$ cat src/rtl/game_pkg.sv
// Shared game definitions: opcodes, direction and page codes, instruction field
// positions and the player life-state encoding.
package game_pkg;

    typedef enum logic [3:0] {
        OP_IDLE = 4'd0,
        OP_HPY  = 4'd1,
        OP_DPY  = 4'd2,
        OP_IDG  = 4'd3,
        OP_SDG  = 4'd4,
        OP_MOV  = 4'd5,
        OP_SHP  = 4'd6
    } op_e;

    localparam logic [7:0] DIR_UP    = 8'd0;
    localparam logic [7:0] DIR_LEFT  = 8'd1;
    localparam logic [7:0] DIR_DOWN  = 8'd2;
    localparam logic [7:0] DIR_RIGHT = 8'd3;

    typedef enum logic [1:0] {
        PAGE_TITLE = 2'd0,
        PAGE_MENU  = 2'd1,
        PAGE_DODGE = 2'd2,
        PAGE_OVER  = 2'd3
    } page_e;

    localparam int OP_MSB  = 15;
    localparam int OP_LSB  = 12;
    localparam int ARG_MSB = 11;
    localparam int ARG_LSB = 4;

    typedef enum logic {
        ST_ALIVE = 1'b0,
        ST_DEAD  = 1'b1
    } life_e;

    function automatic logic [15:0] make_instr(op_e op, logic [7:0] arg);
        return {op, arg, 4'b0000};
    endfunction

endpackage

$ cat src/rtl/player_executor_if.sv
// Game-machine <-> player executor bundle: instruction in, soul position/HP/status out.
interface player_executor_if;
    logic [15:0] playerInstruction;
    logic        isMove;
    logic        startDmg;
    logic [9:0]  posX;
    logic [9:0]  posY;
    logic [7:0]  hp;
    logic        isDeath;
    logic        dmgAck;
    logic        iframe;

    modport master (
        output playerInstruction, isMove, startDmg,
        input  posX, posY, hp, isDeath, dmgAck, iframe
    );

    modport slave (
        input  playerInstruction, isMove, startDmg,
        output posX, posY, hp, isDeath, dmgAck, iframe
    );
endinterface

$ cat src/rtl/axis_clamp_step.sv
// One-axis position stepper: moves pos by +/-STEP when enabled, clamped to [MIN, MAX].
module axis_clamp_step #(
    parameter int STEP = 2,
    parameter int MIN  = 0,
    parameter int MAX  = 1023
) (
    input  logic [9:0] pos_i,
    input  logic       en_i,
    input  logic       dec_i,
    output logic [9:0] pos_o
);
    localparam logic signed [11:0] STEP_S = 12'(STEP);
    localparam logic signed [11:0] MIN_S  = 12'(MIN);
    localparam logic signed [11:0] MAX_S  = 12'(MAX);

    logic signed [11:0] pos_s;
    logic signed [11:0] sum_s;

    always_comb begin
        pos_s = signed'({2'b00, pos_i});
        sum_s = dec_i ? (pos_s - STEP_S) : (pos_s + STEP_S);
        if (!en_i)
            pos_o = pos_i;
        else if (sum_s < MIN_S)
            pos_o = MIN_S[9:0];
        else if (sum_s > MAX_S)
            pos_o = MAX_S[9:0];
        else
            pos_o = sum_s[9:0];
    end
endmodule

$ cat src/rtl/player_executor.sv
// Executes player instructions (HP ops and arena moves) and tracks death.
// Optional invincibility frames after damage: define PLAYER_IFRAME_EN.
module player_executor
    import game_pkg::*;
#(
    parameter int HP_MAX     = 100,
    parameter int X_MIN      = 220,
    parameter int X_MAX      = 420,
    parameter int Y_MIN      = 260,
    parameter int Y_MAX      = 400,
    parameter int X_INIT     = 320,
    parameter int Y_INIT     = 330,
    parameter int STEP       = 2,
    parameter int MOVE_DIV   = 4,
    parameter int IFRAME_CYC = 50
) (
    input  logic               clk,
    input  logic               rst,
    player_executor_if.slave   bus
);
    localparam int DIV_W = (MOVE_DIV > 1) ? $clog2(MOVE_DIV) : 1;

    function automatic logic [7:0] hp_add_sat(logic [7:0] a, logic [7:0] b);
        logic [8:0] s;
        s = {1'b0, a} + {1'b0, b};
        return (s > 9'(HP_MAX)) ? 8'(HP_MAX) : s[7:0];
    endfunction

    function automatic logic [7:0] hp_sub_sat(logic [7:0] a, logic [7:0] b);
        logic [8:0] s;
        s = {1'b0, a} - {1'b0, b};
        return s[8] ? 8'd0 : s[7:0];
    endfunction

    function automatic logic [7:0] hp_set_sat(logic [7:0] a);
        return ({1'b0, a} > 9'(HP_MAX)) ? 8'(HP_MAX) : a;
    endfunction

    life_e            state_q, state_d;
    logic [7:0]       hp_q, hp_d;
    logic [9:0]       x_q, x_d, y_q, y_d;
    logic             ack_q, ack_d;
    logic [DIV_W-1:0] div_q, div_d;

    logic [3:0] op;
    logic [7:0] arg;
    logic       alive, hp_op, mov_qual, move_fire;
    logic [9:0] x_next, y_next;
    logic       ifr_active;

`ifdef PLAYER_IFRAME_EN
    localparam int IFR_W = $clog2(IFRAME_CYC + 1);
    logic [IFR_W-1:0] ifr_q, ifr_d;
    assign ifr_active = (ifr_q != '0);
`else
    assign ifr_active = 1'b0;
`endif

    assign op        = bus.playerInstruction[OP_MSB:OP_LSB];
    assign arg       = bus.playerInstruction[ARG_MSB:ARG_LSB];
    assign alive     = (state_q == ST_ALIVE);
    assign hp_op     = bus.startDmg && alive;
    assign mov_qual  = bus.isMove && (op == OP_MOV) && !bus.startDmg && alive;
    assign move_fire = mov_qual && (div_q == '0);

    axis_clamp_step #(.STEP(STEP), .MIN(X_MIN), .MAX(X_MAX)) u_axis_x (
        .pos_i (x_q),
        .en_i  (move_fire && (arg == DIR_LEFT || arg == DIR_RIGHT)),
        .dec_i (arg == DIR_LEFT),
        .pos_o (x_next)
    );

    axis_clamp_step #(.STEP(STEP), .MIN(Y_MIN), .MAX(Y_MAX)) u_axis_y (
        .pos_i (y_q),
        .en_i  (move_fire && (arg == DIR_UP || arg == DIR_DOWN)),
        .dec_i (arg == DIR_UP),
        .pos_o (y_next)
    );

    always_comb begin
        state_d = state_q;
        hp_d    = hp_q;
        x_d     = x_q;
        y_d     = y_q;
        ack_d   = 1'b0;
        div_d   = div_q;
`ifdef PLAYER_IFRAME_EN
        ifr_d   = ifr_active ? ifr_q - 1'b1 : ifr_q;
`endif
        if (hp_op) begin
            // Divider is deliberately left untouched: a held MOV resumes its cadence.
            ack_d = 1'b1;
            case (op)
                OP_HPY: hp_d = hp_add_sat(hp_q, arg);
                OP_SHP: hp_d = hp_set_sat(arg);
                OP_DPY: begin
                    if (!ifr_active) begin
                        hp_d = hp_sub_sat(hp_q, arg);
`ifdef PLAYER_IFRAME_EN
                        if (arg != 8'd0 && hp_d != 8'd0)
                            ifr_d = IFR_W'(IFRAME_CYC);
`endif
                    end
                end
                default: ;
            endcase
            if (hp_d == 8'd0)
                state_d = ST_DEAD;
        end else if (mov_qual) begin
            if (div_q == '0) begin
                x_d   = x_next;
                y_d   = y_next;
                div_d = DIV_W'(MOVE_DIV - 1);
            end else begin
                div_d = div_q - 1'b1;
            end
        end else begin
            div_d = '0;
        end
    end

    always_ff @(posedge clk) begin
        if (rst) begin
            state_q <= ST_ALIVE;
            hp_q    <= 8'(HP_MAX);
            x_q     <= 10'(X_INIT);
            y_q     <= 10'(Y_INIT);
            ack_q   <= 1'b0;
            div_q   <= '0;
`ifdef PLAYER_IFRAME_EN
            ifr_q   <= '0;
`endif
        end else begin
            state_q <= state_d;
            hp_q    <= hp_d;
            x_q     <= x_d;
            y_q     <= y_d;
            ack_q   <= ack_d;
            div_q   <= div_d;
`ifdef PLAYER_IFRAME_EN
            ifr_q   <= ifr_d;
`endif
        end
    end

    assign bus.posX    = x_q;
    assign bus.posY    = y_q;
    assign bus.hp      = hp_q;
    assign bus.isDeath = (state_q == ST_DEAD);
    assign bus.dmgAck  = ack_q;
    assign bus.iframe  = ifr_active;
endmodule

$ cat src/flat_wrapper.sv
// flat-port wrapper written by rule: the top's interface ports become plain ports
module player_executor_flat import game_pkg::*;
#(
    parameter int HP_MAX     = 100,
    parameter int X_MIN      = 220,
    parameter int X_MAX      = 420,
    parameter int Y_MIN      = 260,
    parameter int Y_MAX      = 400,
    parameter int X_INIT     = 320,
    parameter int Y_INIT     = 330,
    parameter int STEP       = 2,
    parameter int MOVE_DIV   = 4,
    parameter int IFRAME_CYC = 50
)
  (clk, rst, bus_playerInstruction, bus_isMove, bus_startDmg, bus_posX, bus_posY, bus_hp, bus_isDeath, bus_dmgAck, bus_iframe);
  player_executor_if bus_i ();
  input  logic clk;
  input  logic rst;
  input wire logic [$bits(bus_i.playerInstruction)-1:0] bus_playerInstruction;
  input wire logic [$bits(bus_i.isMove)-1:0] bus_isMove;
  input wire logic [$bits(bus_i.startDmg)-1:0] bus_startDmg;
  output wire logic [$bits(bus_i.posX)-1:0] bus_posX;
  output wire logic [$bits(bus_i.posY)-1:0] bus_posY;
  output wire logic [$bits(bus_i.hp)-1:0] bus_hp;
  output wire logic [$bits(bus_i.isDeath)-1:0] bus_isDeath;
  output wire logic [$bits(bus_i.dmgAck)-1:0] bus_dmgAck;
  output wire logic [$bits(bus_i.iframe)-1:0] bus_iframe;
  assign bus_i.playerInstruction = bus_playerInstruction;
  assign bus_i.isMove = bus_isMove;
  assign bus_i.startDmg = bus_startDmg;
  assign bus_posX = bus_i.posX;
  assign bus_posY = bus_i.posY;
  assign bus_hp = bus_i.hp;
  assign bus_isDeath = bus_i.isDeath;
  assign bus_dmgAck = bus_i.dmgAck;
  assign bus_iframe = bus_i.iframe;
  player_executor #(.HP_MAX(HP_MAX), .X_MIN(X_MIN), .X_MAX(X_MAX), .Y_MIN(Y_MIN), .Y_MAX(Y_MAX), .X_INIT(X_INIT), .Y_INIT(Y_INIT), .STEP(STEP), .MOVE_DIV(MOVE_DIV), .IFRAME_CYC(IFRAME_CYC)) u_core (.clk(clk), .rst(rst), .bus(bus_i));
endmodule
$ cat config.mk
export PLATFORM = sky130hd
export DESIGN_NAME = player_executor_flat
export DESIGN_NICKNAME = d
export VERILOG_FILES = /design/src/rtl/game_pkg.sv /design/src/rtl/player_executor_if.sv /design/src/rtl/axis_clamp_step.sv /design/src/rtl/player_executor.sv /design/src/flat_wrapper.sv
export SDC_FILE = /design/constraint.sdc
export NUM_CORES = 1
export LEC_CHECK = 0
export ABC_AREA = 1
export BUFFER_PORTS_ARGS = -buffer_cell sky130_fd_sc_hd__buf_4
export CELL_PAD_IN_SITES_DETAIL_PLACEMENT = 1
export CELL_PAD_IN_SITES_GLOBAL_PLACEMENT = 1
export CORE_UTILIZATION = 44
export CTS_BUF_LIST = sky130_fd_sc_hd__clkbuf_4 sky130_fd_sc_hd__clkbuf_8
export DETAILED_ROUTE_END_ITERATION = 10
export HOLD_SLACK_MARGIN = 0.03
export PLACE_DENSITY = 0.85
export SLEW_MARGIN = 20
export SYNTH_ARGS = -nofsm -noshare
export SYNTH_HDL_FRONTEND = slang
export SYNTH_SLANG_ARGS = --single-unit
$ cat constraint.sdc
create_clock -name clk -period 5.4 [get_ports clk]
set_input_delay 0.54 -clock clk [delete_from_list [all_inputs] [get_ports clk]]
set_output_delay 0.54 -clock clk [all_outputs]
set_load 0.02 [all_outputs]
* Yosys cells after proc, flatten, opt, wreduce, memory -nomap -nowiden
Cells that the tools add are included.
** Cells by class
- Shift operators :: 0
- Eq/ne operators :: 7
- Div/mod/pow operators :: 0
- $add $sub $neg :: 7
- Bitwise operators :: 2
- Multipliers :: 0
- Mux-type cells :: 14
- Reductions and logical operators :: 16
- $lt $le $gt $ge :: 6
** Operators by type and width (number)
- $mux 10 :: 4
- $mux 8 :: 4
- $gt 12x10->1 const B :: 2
- $mux 12 :: 2
- $pmux 8 s3 :: 1
- $add 10x2->11 const B :: 2
- $sub 10x2->11 const B :: 2
- $eq 8x2->1 const B :: 2
- $logic_not 8->1 :: 2
- $lt 12x10->1 const B :: 1
- $lt 12x9->1 const B :: 1
- $add 8x8->9 :: 1
- $gt 9x7->1 const B :: 1
- $sub 8x8->9 :: 1
- $eq 4x3->1 const B :: 2
- $eq 8x1->1 const B :: 1
- $gt 8x7->1 const B :: 1
- $reduce_and 4->1 :: 2
- $logic_and 1x1->1 :: 7
- $eq 4x1->1 const B :: 1
- $eq 4x2->1 const B :: 1
- $mux 2 :: 2
- $logic_not 2->1 :: 1
- $logic_or 1x1->1 :: 2
- 5 further kinds :: 6
** Word-level totals
- Flip-flop bits (word level) :: 32
- ROM bits :: 0
- Memory bits (writable) :: 0
- Logic and storage cells :: 58
- Memories kept :: 0
- Bits in latches :: 0
- Input bits :: 20
- Output and inout port bits :: 31

* Depth between registers and ports, before layout
- Depth in word-level cells :: 7
- Gate-level depth with buffers :: 20
- Depth with buffers taken out :: 20

* Hierarchy
A second synthesis with hierarchy kept.
** Unflattened totals
- Cell total of the unflattened synthesis :: 709
- Area, all modules :: 3992.6 sq um
** Modules (own cells, without submodules)
- player_executor :: times used 1, area an instance 2401.1 sq um, cells an instance 389, sequential area each 640.6 sq um
- axis_clamp_step (u_core.u_axis_x) :: times used 1, area an instance 814.5 sq um, cells an instance 159, sequential area each 0.0 sq um
- axis_clamp_step (u_core.u_axis_y) :: times used 1, area an instance 777.0 sq um, cells an instance 161, sequential area each 0.0 sq um

* Least setup slack after synthesis
No wires, ideal clock.
- Path type :: input-to-reg
- From :: input bus_playerInstruction[4]
- To :: register u_core.state_q, in the netlist u_core.bus.isDeath
- Data required time :: 5329 ps
- Arrival :: 2202 ps
- Path slack :: 3127 ps
- Stages :: 20
- Library setup time :: 71 ps
- Path buffers :: 0
- Path through :: ha_1 > inv_1 > fa_1 > inv_1 > nand2_1 > nand2_1 > nand3_1 > nand2_1 > nand2_1 > nand2_1 > inv_1 > nand3_1 > nand3_1 > nand2_1 > nand2_1 > nor2_1 > nand2_1 > nor2_1 > nand2_1 > a21oi_1
** Between the ends
- Cells in the longest elaborated chain, start to end :: 7
- Elaborated cells between the ends (all ways) :: 11
- Those cells by class :: 2 x add/sub; 2 x order compare; 5 x mux; 2 x reduce/logical
** Ends and longest elaborated chain
- start: declaration :: RTL line flat_wrapper.sv:19 : input wire logic [$bits(bus_i.playerInstruction)-1:0] bus_playerInstruction;
- $add 8x8->9 :: RTL line player_executor.sv:25 : s = {1'b0, a} + {1'b0, b};
- $gt 9x7->1 :: RTL line player_executor.sv:26 : return (s > 9'(HP_MAX)) ? 8'(HP_MAX) : s[7:0];
- $mux 8 :: RTL line player_executor.sv:26
- $pmux 8 s3 * :: RTL line player_executor.sv:93 : case (op)
- $mux 8 * :: RTL line player_executor.sv:90 : if (hp_op) begin
- $logic_not 8->1 * :: RTL line player_executor.sv:107 : if (hp_d == 8'd0)
- $reduce_and 2->1 (no source line) *
- end signal: assignment :: RTL line player_executor.sv:134 : state_q <= state_d;
- end: declaration :: RTL line player_executor.sv:39 : life_e state_q, state_d;
Every way passes the cells marked *; elsewhere a longest branch is shown, timed or not. The select of a mux whose other input is x is not followed.
A chain may end at the register's enable or synchronous reset.

* Final worst setup path
- From :: register u_core.hp_q[1], in the netlist u_core.bus.hp[1]
- To :: register u_core.state_q, in the netlist u_core.bus.isDeath
** Between the ends
- Cells in the longest elaborated chain, start to end :: 7
- Elaborated cells between the ends (all ways) :: 9
- Those cells by class :: 2 x add/sub; 1 x order compare; 4 x mux; 2 x reduce/logical
** Ends and longest elaborated chain
- start: declaration :: RTL line player_executor.sv:40 : logic [7:0] hp_q, hp_d;
- start signal: assignment :: RTL line player_executor.sv:125 : hp_q <= 8'(HP_MAX);
- start signal: assignment :: RTL line player_executor.sv:135 : hp_q <= hp_d;
- $add 8x8->9 :: RTL line player_executor.sv:25
- $gt 9x7->1 :: RTL line player_executor.sv:26
- $mux 8 :: RTL line player_executor.sv:26
- $pmux 8 s3 * :: RTL line player_executor.sv:93
- $mux 8 * :: RTL line player_executor.sv:90
- $logic_not 8->1 * :: RTL line player_executor.sv:107
- $reduce_and 2->1 (no source line) *
Marks and branches as above.

==> results.py <==
metrics = {
    "worst_setup_path": {
        "arrival_ps": 2920,
        "critPathMostFrequentCell": "nand2_1",
        "crit_required_ps": 5630,
        "start_kind": "flop",
        "path_class": "flop to flop",
        "cp_top_family": "simple AND/OR/NAND/NOR gates",
        "cp-end-kind": "flop",
        "rrSetupSlack_ps": 2710,
        "path_max_fanout": 6,
        "critPathMaxStageDelay_ps": 460,
        "critPathBufInv": 2,
        "worstPathCellList": "inv_1 > fa_1 > inv_1 > nand2_1 > nand2_1 > nand2_1 > nand2_1 > nand2_1 > nand3_1 > nand3_1 > nand4_1 > nand2_1 > nor2_1 > nand2_1 > nor2_1 > nand2_1 > a21oi_1",
        "crit_path_top_delay_cell": "dfxtp_1",
        "startpoint": "u_core.bus.hp[1]",
        "r2r-start": "u_core.bus.hp[1]",
    },
    "clock_tree": {
        "cts-resized-gates": 0,
        "cts_max_path_buffers": 2,
        "numClockSinks": 30,
        "cts-hold-fix-buffers": 0,
        "cts_setup_buffers": 0,
        "htree_levels": 2,
        "cts_buffers": 5,
        "path_clk_slew_ps": 70,
        "root_buffer": "clkbuf_8",
        "cts_tree": "yes",
        "insertion_delay_ps": 300,
    },
    "yosys": {
        "synth-main-ff-cell": "dfxtp_1",
        "syn_area_um2": 3560,
        "async_reset_ff_frac": 0,
        "avgSynthCellArea_um2": 5.97,
        "synthCells": 597,
        "ys_seq_elements": 30,
        "yosys_warnings": 0,
        "synth_enable_flop_cells": 0,
        "synth.distinct_cells": 43,
        "ys_seq_area_frac": 0.169,
    },
    "detailed_routing": {
        "drt_pass1_iterations": 4,
        "totalWireLength_um": 11600,
        "wire_per_inst_um": 15.7,
        "drc": 0,
        "drtIter0Drc": 178,
        "avgViaCountPerCell": 5.39,
        "vias": 3970,
        "postRouteAntennaNets": 0,
    },
    "place": {
        "dp_cells": 728,
        "dp_hpwl_um": 9160,
        "portBuffers": 43,
        "pre_cts_ws_ps": 2470,
        "gp_congestion": 0.877,
    },
    "global_route": {
        "grt_max_degree": 20,
        "grt.total_usage": 0.290,
        "grt_pass1_wl_um": 19500,
        "grt-ovfl-total": 0,
        "grt_pass1_vias": 4072,
        "antenna_found_initial": 0,
    },
    "cells_and_area": {
        "multi_input_area_um2": 2510,
        "area_growth_syn_to_layout_pct": 12.8,
        "final_cells": 736,
        "final-seq-area_um2": 601,
        "nets": 676,
        "fillCellCount": 1119,
        "n_antenna_cell": 0,
        "drive_above_1_share": 0.148,
    },
    "floorplanning": {
        "die_w_um": 92.0,
        "num_rows": 32,
        "start_util": 0.459,
        "core_area_um2": 7770,
        "dieArea_um2": 8460,
        "ios": 51,
        "die_y_um": 92.0,
    },
    "sta": {
        "tightest_slew_ps": 725,
        "hold_viol_final": 0,
        "fin_crit_ps": 2690,
        "fin_tns_setup_ps": 0,
        "relSlewSlack": 0.512,
        "finalCritPeriodShare": 0.498,
        "grt_setup_unrepaired": "no",
        "setup_viol": 0,
        "fmax_mhz": 372,
        "setup_ws_ps": 2710,
        "maxSlewViolCount": 0,
        "fin_skew_ps": 4.38,
    },
    "power": {
        "irDropWorstVdd_uv": 102,
        "power_density_nw_per_um2": 159,
        "p_leak_nw": 2.06,
    },
    "hold_path": {
        "hp-start": "u_core.div_q[1]",
        "hold_path_class": "flop to flop",
    },
    "run": {
        "cap_violations": 0,
    },
    "outcome": {
        "outcome": "complete, no violations",
    },
}
-- registers in the layout (all words and copies together), names as in the netlist --
register and cells:
u_core.div_q 2, u_core.bus.hp 8, u_core.bus.posX 9, u_core.bus.dmgAck 1, u_core.bus.isDeath 1, u_core.bus.posY 9
-- cell usage after synthesis, drive strengths merged, types with 11 or more instances --
| cell | count | area share |
|---|---|---|
| nand2 | 171 | 0.19 |
| nand3 | 49 | 0.078 |
| nand4 | 19 | 0.033 |
| ha | 21 | 0.074 |
| a21oi | 26 | 0.040 |
| nor2 | 86 | 0.11 |
| dfxtp | 30 | 0.17 |
| nor3 | 11 | 0.020 |
| o21ai | 23 | 0.034 |
| inv | 95 | 0.10 |
| xor2 | 21 | 0.054 |
-- layout make-up --
cell class / instances / share of cell area
clock buffers: 6 / 0.0206
inverters: 96 / 0.0909
multi-input cells: 457 / 0.624
well taps: 102 / 0.0318
clock inverters: 2 / 0.00311
flip-flops and latches: 30 / 0.149
repair buffers: 43 / 0.0803
-- power by group --
group | switching [W] | internal (W) | total, W | leakage, nW
clock network | 0.0000994 | 0.000102 | 0.000202 | 0.0472
registers | 0.00000833 | 0.000227 | 0.000235 | 0.244
logic | 0.000134 | 0.0000677 | 0.000201 | 1.77
-- cell usage in the layout, fill, tap and decap left out, types with 2 or more instances in the layout --
| cell type | instances |
|---|---|
| nor2_1 | 73 |
| nor2_4 | 3 |
| fa_1 | 2 |
| clkbuf_8 | 6 |
| nor3_2 | 3 |
| nand4_1 | 19 |
| dfxtp_1 | 30 |
| o21bai_1 | 3 |
| nand3_2 | 4 |
| o211ai_1 | 8 |
| ha_1 | 21 |
| o21ai_2 | 2 |
| nand2_1 | 164 |
| xnor2_1 | 4 |
| nand2_2 | 7 |
| a21oi_2 | 3 |
| buf_4 | 43 |
| a21o_1 | 2 |
| nand3_1 | 44 |
| xor2_1 | 20 |
| a21oi_1 | 23 |
| inv_2 | 6 |
| nor2_2 | 9 |
| o21ai_0 | 16 |
| nor3_1 | 8 |
| o21ai_1 | 5 |
| conb_1 | 3 |
| inv_1 | 89 |
-- worst paths after layout --
| path | endpoint | cells past startpoint |
|---|---|---|
| worst max-delay path | u_core.bus.isDeath | 17 |
| worst max register to register | u_core.bus.isDeath | 17 |
| worst min register to register | u_core.div_q[1] | 1 |
| worst min-delay path | u_core.div_q[1] | 1 |
-- worst reg2reg max path: cells and delay by family, from the launching register on --
kind	cells	cell delay, ps
AO/OA/AOI/OAI	1	120
adder cells (fa/ha/maj)	1	450
buffers and inverters	2	180
flip-flops	1	460
AND/OR/NAND/NOR	13	1410
-- per-stage QoR --
step,util,total power (W),hold slack (ps),area [µm²]
final,0.517,0.000638,484,4020
after global routing,0.517,0.000673,508,4020
after CTS,0.517,0.000643,491,4020
after detailed placement,0.505,0.000438,475,3920
after global placement,0.505,0.000430,440,3920
after floorplan,-,0.000378,428,3570
-- cell families after synthesis --
kind of cell	Yosys count	share of synthesized area
flops	30	0.169
simple gates	341	0.437
buf+inv	112	0.130
other cells	1	0.00105
compound gates	64	0.107
xor+xnor	26	0.0713
fa+ha+maj	23	0.0850
-- metal layers --
layer  global-route usage  vias up  share of wire
met2                0.484      101           0.46
met1                0.383     1887           0.46
met5                    0        -              0
met4                0.100        0          0.021
li1                     -     1957              -
met3               0.0357       25          0.054
(Power assumes the default switching activity.)
